$ cat src/rtl/fp_addsub_seq.sv
`default_nettype none
// +--------------------------------------------------------------------------+
// | Module      : fp_addsub_seq                                              |
// | Description : Multi-cycle IEEE-754 adder/subtractor, round-to-nearest-   |
// |               even, flush-to-zero, {invalid, overflow, inexact} flags,   |
// |               valid/ready handshakes, one operation in flight.           |
// | Revision    : 1.0 - initial release                                      |
// +--------------------------------------------------------------------------+
module fp_addsub_seq #(
  parameter int EXP_W = 11,
  parameter int MAN_W = 52
) (
  input  logic                     clk,
  input  logic                     rst_n,
  input  logic                     in_valid,
  output logic                     in_ready,
  input  logic                     op,
  input  logic [EXP_W+MAN_W:0]     a,
  input  logic [EXP_W+MAN_W:0]     b,
  output logic                     out_valid,
  input  logic                     out_ready,
  output logic [EXP_W+MAN_W:0]     result,
  output logic [2:0]               flags
);
  localparam int c_W   = 1 + EXP_W + MAN_W;
  localparam int c_DW  = MAN_W + 4;           // hidden + fraction + guard/round/sticky
  localparam int c_EW  = EXP_W + 2;           // headroom for carry and LZC underflow
  localparam int c_LZW = $clog2(c_DW);
  localparam logic [EXP_W-1:0] c_SH_MAX = EXP_W'(MAN_W + 3);
  localparam logic [c_EW-1:0]  c_EMAX   = {2'b00, {EXP_W{1'b1}}};
  localparam logic [c_W-1:0]   c_QNAN   = {1'b0, {EXP_W{1'b1}}, 1'b1, {(MAN_W-1){1'b0}}};

  typedef enum logic [2:0] {
    S_IDLE  = 3'd0,
    S_ALIGN = 3'd1,
    S_ADD   = 3'd2,
    S_NORM  = 3'd3,
    S_ROUND = 3'd4,
    S_DONE  = 3'd5
  } state_t;

  state_t            r_state, w_next;
  logic [c_W-1:0]    r_a, r_b;
  logic              r_special;
  logic [c_W-1:0]    r_spec_res;
  logic [2:0]        r_spec_flg;
  logic [c_DW-1:0]   r_ma, r_mb;
  logic              r_sub, r_sign, r_zero;
  logic [c_EW-1:0]   r_exp;
  logic [c_DW:0]     r_sum;
  logic [c_DW-1:0]   r_mant;
  logic [c_W-1:0]    r_result;
  logic [2:0]        r_flags;

  // ---------------- ALIGN: unpack, classify, swap, align ----------------
  logic              w_sa, w_sb;
  logic [EXP_W-1:0]  w_ea, w_eb;
  logic [MAN_W-1:0]  w_fa, w_fb;
  logic              w_a_zero, w_b_zero, w_a_inf, w_b_inf, w_a_nan, w_b_nan, w_a_snan, w_b_snan;
  logic              w_swap;
  logic [EXP_W-1:0]  w_e_big, w_e_small, w_diff;
  logic [MAN_W-1:0]  w_f_big, w_f_small;
  logic [c_DW-1:0]   w_m_big, w_m_small, w_m_al;
  logic              w_lost;
  logic              w_special;
  logic [c_W-1:0]    w_spec_res;
  logic [2:0]        w_spec_flg;

  assign {w_sa, w_ea, w_fa} = r_a;
  assign {w_sb, w_eb, w_fb} = r_b;
  assign w_a_zero  = (w_ea == '0);
  assign w_b_zero  = (w_eb == '0);
  assign w_a_inf   = (w_ea == '1) && (w_fa == '0);
  assign w_b_inf   = (w_eb == '1) && (w_fb == '0);
  assign w_a_nan   = (w_ea == '1) && (w_fa != '0);
  assign w_b_nan   = (w_eb == '1) && (w_fb != '0);
  assign w_a_snan  = w_a_nan && !w_fa[MAN_W-1];
  assign w_b_snan  = w_b_nan && !w_fb[MAN_W-1];
  assign w_swap    = (r_b[c_W-2:0] > r_a[c_W-2:0]);
  assign w_e_big   = w_swap ? w_eb : w_ea;
  assign w_e_small = w_swap ? w_ea : w_eb;
  assign w_f_big   = w_swap ? w_fb : w_fa;
  assign w_f_small = w_swap ? w_fa : w_fb;
  assign w_diff    = w_e_big - w_e_small;
  assign w_m_big   = {1'b1, w_f_big, 3'b000};
  assign w_m_small = {1'b1, w_f_small, 3'b000};
  assign w_lost    = |(w_m_small & ~({c_DW{1'b1}} << w_diff));

  // Align the smaller operand; everything shifted out collapses into sticky
  always_comb begin
    w_m_al = (w_m_small >> w_diff) | {{(c_DW-1){1'b0}}, w_lost};
    if (w_diff >= c_SH_MAX) w_m_al = {{(c_DW-1){1'b0}}, 1'b1};
  end

  // Operands that bypass the arithmetic path (NaN, inf, zero/subnormal)
  always_comb begin
    w_special  = 1'b1;
    w_spec_res = '0;
    w_spec_flg = 3'b000;
    if (w_a_nan || w_b_nan) begin
      w_spec_res = c_QNAN;
      w_spec_flg = {w_a_snan || w_b_snan, 2'b00};
    end else if (w_a_inf && w_b_inf) begin
      if (w_sa == w_sb) w_spec_res = r_a;
      else begin
        w_spec_res = c_QNAN;
        w_spec_flg = 3'b100;
      end
    end else if (w_a_inf) w_spec_res = r_a;
    else if (w_b_inf)  w_spec_res = r_b;
    else if (w_a_zero && w_b_zero) w_spec_res = {w_sa & w_sb, {(c_W-1){1'b0}}};
    else if (w_a_zero) w_spec_res = r_b;
    else if (w_b_zero) w_spec_res = r_a;
    else w_special = 1'b0;
  end

  // ---------------- ADD / NORM ----------------
  logic [c_DW:0]     w_sum_n;
  logic [c_LZW-1:0]  w_lzc;
  logic [c_DW-1:0]   w_mant_n;
  logic [c_EW-1:0]   w_exp_n;

  // Swap guarantees the subtraction never goes negative
  assign w_sum_n = r_sub ? ({1'b0, r_ma} - {1'b0, r_mb}) : ({1'b0, r_ma} + {1'b0, r_mb});

  // Leading-zero count of the non-carry part of the sum
  always_comb begin
    w_lzc = '0;
    for (int i = 0; i < c_DW; i++) begin
      if (r_sum[i]) w_lzc = c_LZW'(c_DW - 1 - i);
    end
  end

  // Single-cycle normalisation: right by one on carry, else left by LZC
  always_comb begin
    if (r_sum[c_DW]) begin
      w_mant_n = {r_sum[c_DW:2], r_sum[1] | r_sum[0]};
      w_exp_n  = r_exp + {{(c_EW-1){1'b0}}, 1'b1};
    end else begin
      w_mant_n = r_sum[c_DW-1:0] << w_lzc;
      w_exp_n  = r_exp - {{(c_EW-c_LZW){1'b0}}, w_lzc};
    end
  end

  // ---------------- ROUND / pack ----------------
  logic              w_rup, w_inx;
  logic [MAN_W+1:0]  w_m_rnd;
  logic [c_EW-1:0]   w_e_rnd;
  logic [MAN_W-1:0]  w_f_rnd;
  logic [c_W-1:0]    w_res_n;
  logic [2:0]        w_flg_n;

  assign w_inx   = |r_mant[2:0];
  assign w_rup   = r_mant[2] & (r_mant[1] | r_mant[0] | r_mant[3]);
  assign w_m_rnd = {1'b0, r_mant[c_DW-1:3]} + {{(MAN_W+1){1'b0}}, w_rup};
  assign w_e_rnd = r_exp + {{(c_EW-1){1'b0}}, w_m_rnd[MAN_W+1]};
  assign w_f_rnd = w_m_rnd[MAN_W+1] ? w_m_rnd[MAN_W:1] : w_m_rnd[MAN_W-1:0];

  // Final result selection: bypass, cancellation, underflow, overflow, normal
  always_comb begin
    w_res_n = {r_sign, w_e_rnd[EXP_W-1:0], w_f_rnd};
    w_flg_n = {2'b00, w_inx};
    if (r_special) begin
      w_res_n = r_spec_res;
      w_flg_n = r_spec_flg;
    end else if (r_zero) begin
      w_res_n = '0;
      w_flg_n = 3'b000;
    end else if (r_exp[c_EW-1] || (r_exp == '0)) begin
      w_res_n = {r_sign, {(c_W-1){1'b0}}};
      w_flg_n = 3'b001;
    end else if (!w_e_rnd[c_EW-1] && (w_e_rnd >= c_EMAX)) begin
      w_res_n = {r_sign, {EXP_W{1'b1}}, {MAN_W{1'b0}}};
      w_flg_n = 3'b011;
    end
  end

  // ---------------- control ----------------
  // State register
  always_ff @(posedge clk or negedge rst_n) begin
    if (!rst_n) r_state <= S_IDLE;
    else        r_state <= w_next;
  end

  // Next-state: fixed walk through the pipeline stages, handshakes at the ends
  always_comb begin
    w_next = r_state;
    case (r_state)
      S_IDLE:  if (in_valid) w_next = S_ALIGN;
      S_ALIGN: w_next = S_ADD;
      S_ADD:   w_next = S_NORM;
      S_NORM:  w_next = S_ROUND;
      S_ROUND: w_next = S_DONE;
      S_DONE:  if (out_ready) w_next = S_IDLE;
      default: w_next = S_IDLE;
    endcase
  end

  // Datapath registers, each stage loads only while the FSM sits in it
  always_ff @(posedge clk or negedge rst_n) begin
    if (!rst_n) begin
      r_a <= '0; r_b <= '0;
      r_special <= 1'b0; r_spec_res <= '0; r_spec_flg <= 3'b000;
      r_ma <= '0; r_mb <= '0; r_sub <= 1'b0; r_sign <= 1'b0; r_exp <= '0;
      r_sum <= '0; r_mant <= '0; r_zero <= 1'b0;
      r_result <= '0; r_flags <= 3'b000;
    end else begin
      case (r_state)
        S_IDLE: if (in_valid) begin
          r_a <= a;
          r_b <= {b[c_W-1] ^ op, b[c_W-2:0]};
        end
        S_ALIGN: begin
          r_special  <= w_special;
          r_spec_res <= w_spec_res;
          r_spec_flg <= w_spec_flg;
          r_ma       <= w_m_big;
          r_mb       <= w_m_al;
          r_sub      <= w_sa ^ w_sb;
          r_sign     <= w_swap ? w_sb : w_sa;
          r_exp      <= {2'b00, w_e_big};
        end
        S_ADD:   r_sum <= w_sum_n;
        S_NORM: begin
          r_mant <= w_mant_n;
          r_exp  <= w_exp_n;
          r_zero <= (r_sum == '0);
        end
        S_ROUND: begin
          r_result <= w_res_n;
          r_flags  <= w_flg_n;
        end
        default: ;
      endcase
    end
  end

  assign in_ready  = (r_state == S_IDLE);
  assign out_valid = (r_state == S_DONE);
  assign result    = r_result;
  assign flags     = r_flags;

endmodule
`default_nettype wire
$ cat config.mk
export PLATFORM = sky130hd
export DESIGN_NAME = fp_addsub_seq
export DESIGN_NICKNAME = d
export VERILOG_FILES = /design/src/rtl/fp_addsub_seq.sv
export SDC_FILE = /design/constraint.sdc
export NUM_CORES = 2
export LEC_CHECK = 0
export ABC_AREA = 1
export BUFFER_PORTS_ARGS = -buffer_cell sky130_fd_sc_hd__buf_2
export CORE_MARGIN = 2
export CORE_UTILIZATION = 35
export DETAILED_ROUTE_END_ITERATION = 8
export SLEW_MARGIN = 25
export SYNTH_ARGS = -nofsm -noshare
export SYNTH_HDL_FRONTEND = slang
export SYNTH_SLANG_ARGS = --single-unit
$ cat constraint.sdc
create_clock -name clk -period 16.32 [get_ports clk]
set_input_delay 3.264 -clock clk [delete_from_list [all_inputs] [get_ports clk]]
set_output_delay 3.264 -clock clk [all_outputs]
set_load 0.005 [all_outputs]
# After elaboration in Yosys (flattened, before gate mapping)
# Cells that the tools add are included.
# word_totals
reg_bits,504
in_bits,133
output_inout_bits,69
word_cells,174
# classes
add_sub_neg,7
magnitude_cmp,3
eq_ne,10
shift,3
mux,96
n_bitwise,10
n_reduce_logical,29
# op_table
operator,count
$mux 64,10
$mux 6,56
$mux 52,3
$mux 63,2
$mux 56,2
$logic_not 52->1,2
$reduce_bool 52->1,2
$gt 63x63->1,1
$add 56x56->57,1
$logic_not 57->1,1
$mux 57,1
$sub 56x56->57,1
$and 56x56->56,1
$not 56->56,1
$or 56x1->56,1
$reduce_or 56->1,1
$shl 56x11->56 const A,1
$shl 56x6->56,1
$shr 56x11->56,1
$add 53x1->54,1
$pmux 13 s2,1
$eq 11x11->1 const B,2
$logic_not 11->1,2
$mux 11,2
other kinds (28),61

# Depth between registers and ports, before layout
# logic_depth
ltp_word,59
depth_mapped,83
ltp_nobuf,81

# Worst setup path after synthesis
# No wires, ideal clock.
# synth_timing
path_kind,register to register
start,register r_mant[6]
end,"register r_result[3], in the netlist result[3]"
setup_ns,0.136
arrival_time_ns,5.817
t_required_ns,16.184
path_slack_ns,10.366
path_stages_with_launch,44
path_buffers,1
synth_period_minus_slack_ns,5.954
cell_sequence,dfrtp_1 -> inv_1 -> nor4_1 -> nand2_1 -> nor2_1 -> inv_2 -> nor2_4 -> nand3_1 -> nor2_1 -> nand3_1 -> nor4_1 -> nand4_1 -> nor4_1 -> nand4_1 -> nor2_1 -> inv_1 -> nor3_2 -> nand3_1 -> [... 8 more ...] -> nor4_4 -> ha_1 -> nand2_1 -> nor2_1 -> nand4_1 -> nor2_1 -> nand3_1 -> xor2_1 -> or4_1 -> o21ai_0 -> nand2_1 -> inv_1 -> nor2_1 -> inv_1 -> clkbuf_1 -> a21oi_1 -> a22oi_1 -> o21ai_0
# synth_via
elab_chain_len,8
word_cells_on_any_way,10
classes_between,add/sub: 2; order compare: 1; mux: 5; reduce/logical: 2
# synth_lines
element,line_no,rtl
start: declaration,51,logic [c_DW-1:0] r_mant;
start signal: assignment,225,r_mant <= w_mant_n;
$add 53x1->54 (*),155,"assign w_m_rnd = {1'b0, r_mant[c_DW-1:3]} + {{(MAN_W+1){1'b0}}, w_rup};"
$add 13x1->13,156,"assign w_e_rnd = r_exp + {{(c_EW-1){1'b0}}, w_m_rnd[MAN_W+1]};"
$ge 13x11->1 / $logic_not 1->1 (equally long branches),172,end else if (!w_e_rnd[c_EW-1] && (w_e_rnd >= c_EMAX)) begin
$logic_and 1x1->1,172,
$mux 63 (*),172,
$mux 63 (*),169,end else if (r_exp[c_EW-1] || (r_exp == '0)) begin
$mux 64 (*),166,end else if (r_zero) begin
$mux 64 (*),163,if (r_special) begin
end signal: assignment,230,r_result <= w_res_n;
end: declaration,52,logic [c_W-1:0] r_result;
# Mark *: on every way between the ends. The rest lies on a longest branch, timed or not.
# A chain may end at the register's enable or synchronous reset.

# Worst setup path after layout
# layout_timing
start,register r_mant[6]
end,"register r_result[46], in the netlist result[46]"
# The elaborated chain is that of the path after synthesis.

==> flow_summary_export.csv <==
group,metric,value,unit
timing,hold_violations,0,
worst_setup_path,cp.required,16.86,ns
worst_setup_path,r2r-start,"r_mant[6]$_DFFE_PN0P_",
min_path,worstHoldPathCells,2,
timing,max_freq,0.127,GHz
timing,fin_worst_skew,0.0411,ns
cells_and_area,design_area,42900,um2
cells_and_area,most-common-layout-cells,"nand2_1, o21ai_0, nand3_1, inv_1, dfrtp_1",
place,dp_hpwl,132000,um
synthesis,ys_top_cells_by_area,"dfrtp_1, nand2_1, o21ai_0, nand3_1, ha_1",
min_path,hold_path_class,"reg -> reg",
synthesis,synthCells,5705,
detailed_routing,drc,0,
floorplanning,rows,121,
timing,hold_ws,0.479,ns
detailed_routing,drt_iter0_markers,5250,
place,placed_area,40800,um2
global_route,grt_overflow,0,
synthesis,ys_types,70,
worst_setup_path,endpoint_kind,"flop",
timing,finalCritPeriodShare,48.4,%
clock_tree,post-cts-setup-buffers,0,
worst_setup_path,reg2reg_depth,43,
floorplanning,die_area,113000,um2
synthesis,ys_warn_count,0,
cells_and_area,n_fill_cell,11600,
clock_tree,insertion_delay,0.68,ns
detailed_routing,via_count,41600,
clock_tree,cts_buffers,58,
timing,tightest_slew,1.20,ns
worst_setup_path,slowest_stage,"inv_1",
clock_tree,cts_root_buffer,"clkbuf_16",
cells_and_area,layout_commonest_cell,"nand2_1",
floorplanning,die_w,336,um
global_route,antenna_found_initial,10,
detailed_routing,antenna_left,0,
place,gp_congestion,1.05,
place,io_buffers,201,
global_route,grt_pass1_vias,38400,
timing,relSlewSlack,20.1,%
clock_tree,cts.hold.buffers_added,0,
worst_setup_path,arrival,8.43,ns
worst_setup_path,worst-path-max-fanout,25,
outcome,status,"completed",
clock_tree,cts_num_sinks,502,
cells_and_area,drive_gt1_share,8.06,%
synthesis,seq_area_frac_synth,32.6,%
synthesis,synth_area,38500,um2
cells_and_area,nets,6059,
synthesis,synth_top_area_share,32.6,%
floorplanning,core_area,109000,um2
clock_tree,clk_path_buf_depth,3,
clock_tree,cts.clk_slew.worst_paths,0.06,ns
worst_setup_path,criticalPathCategory,"reg -> reg",
timing,finalCriticalPeriod,7.89,ns
floorplanning,initial_core_util,35.3,%
worst_setup_path,rr_endpoint,"result[46]$_DFFE_PN0P_",
min_path,min_from,"result[46]$_DFFE_PN0P_",
synthesis,synth_area_leader_cell,"dfrtp_1",
synthesis,postSynth.asyncResetShare,100,%
worst_setup_path,cp-start-kind,"flop",
cells_and_area,syn2layout_area_growth,11.6,%
clock_tree,htreeDepth,2,
detailed_routing,dr.pass1.iters,7,
min_path,min_to,"result[46]$_DFFE_PN0P_",
global_route,grt_max_degree,116,
timing,tns,0,ns
global_route,grt_pass1_wl,253000,um
floorplanning,chipHeight,336,um
worst_setup_path,reg2reg_slack,8.43,ns
worst_setup_path,cpPeakStageDelay,0.63,ns
timing,setup_viol,0,
global_route,grt_usage,29.6,%
clock_tree,cts_tree,"built",
detailed_routing,post_drt_wl_per_cell,23.9,um
timing,grt_setup_unrepaired,"false",
synthesis,synth.avg_cell_area,6.74,um2
timing,slew_viol_final,0,
synthesis,syn_nets,6028,
synthesis,synth-edff-count,0,
detailed_routing,wirelength,172000,um
run,drv_cap,0,
floorplanning,io_pins,202,
synthesis,ys_ff_latch,502,
detailed_routing,via_per_inst,5.77,
worst_setup_path,crit_top_cell,"nor2_1",
synthesis,yosys_most_used_dff,"dfrtp_1",
clock_tree,post_cts_resized,0,
## final cells by class
cell class	instances	area, um2	area share [%]
repair buffers	302	1810	4.21
flip-flops and latches	502	12600	29.3
inverters	564	2120	4.93
diodes	5	12.5	0.0291
multi-input cells	4308	22600	52.6
clock buffers	78	1610	3.74
clock inverters	29	465	1.08
well taps	1414	1770	4.12
## state kept, by name, indices dropped and copies added, names as in the netlist
register    cells
flags           3
r_spec_flg      1
r_state         3
r_sign          1
r_sub           1
r_mant         56
r_spec_res     64
r_special       1
r_exp          13
r_sum          57
r_b            64
r_ma           53
r_zero          1
r_a            64
result         64
r_mb           56
## how the worst max path moves through the flow
stage,from,end,slack (ns),depth (start not counted)
after CTS,r_mant[6]$_DFFE_PN0P_,result[46]$_DFFE_PN0P_,8.56,43
final,r_mant[6]$_DFFE_PN0P_,result[46]$_DFFE_PN0P_,8.43,43
after detailed placement,r_mant[6]$_DFFE_PN0P_,result[46]$_DFFE_PN0P_,8.60,43
after global placement,r_mant[6]$_DFFE_PN0P_,result[46]$_DFFE_PN0P_,8.69,43
after global routing,r_mant[6]$_DFFE_PN0P_,result[46]$_DFFE_PN0P_,7.47,43
after floorplan,r_mant[6]$_DFFE_PN0P_,result[3]$_DFFE_PN0P_,10.37,43
## metrics by stage
| stage | setup WS, ns | std cells | util, % |
|---|---|---|---|
| final | 8.43 | 7202 | 39.4 |
| after global routing | 7.47 | 7198 | 39.4 |
| after CTS | 8.56 | 7194 | 39.3 |
| after detailed placement | 8.60 | 7087 | 37.4 |
| after global placement | 8.69 | 7083 | 37.4 |
| after floorplan | 10.37 | 5705 | - |
## cell families (layout without fill, tap and decap cells)
kind of cell             after synthesis  after routing  synth area share, %
AND/OR/NAND/NOR                     2520           2520                 28.0
AO/OA/AOI/OAI                       1478           1478                 21.4
buffers and inverters                895            973                 8.96
flip-flops                           502            502                 32.6
adder cells (fa/ha/maj)              190            190                 6.22
XOR/XNOR                             102            102                 2.32
multiplexers                          18             18                0.468
other                                  0              5                    0
## per-layer routing
layer	GRT usage, %	up-vias	routed length, um
li1	-	19400	-
met1	40.7	19800	72300
met2	44.3	2000	73600
met3	5.86	374	16200
met4	14.6	2	9740
met5	0	-	8
## synthesized netlist by cell type (11+ instances only)
cell and n:
buf_2 21, clkbuf_1 262, o21ai_1 41, o22ai_1 63
xor2_1 88, a211oi_1 11, nor3_1 62, o211ai_1 21
nand3_1 566, xnor2_1 14, a31oi_1 23, nor2_1 337
dfrtp_1 502, inv_1 547, ha_1 188, buf_1 38
a221oi_1 54, nand2_1 1377, nor4_1 62, nand4_1 70
a21oi_1 364, a22oi_1 45, o21ai_0 758, o31ai_1 21
mux2i_1 18
## worst max-delay path, delay by kind of cell (launching register included)
family	cells	cell delay (ns)
DFF	1	0.35
buffers and inverters	7	1.31
AOI/OAI and AO/OA	3	0.50
adders and majority gates	1	0.27
and+or+nand+nor	31	5.15
xor gates and xnor gates	1	0.18
Power is left out: the tool's default activity adds up to more than one toggle a clock period on the data nets, which glitch-free logic cannot reach.
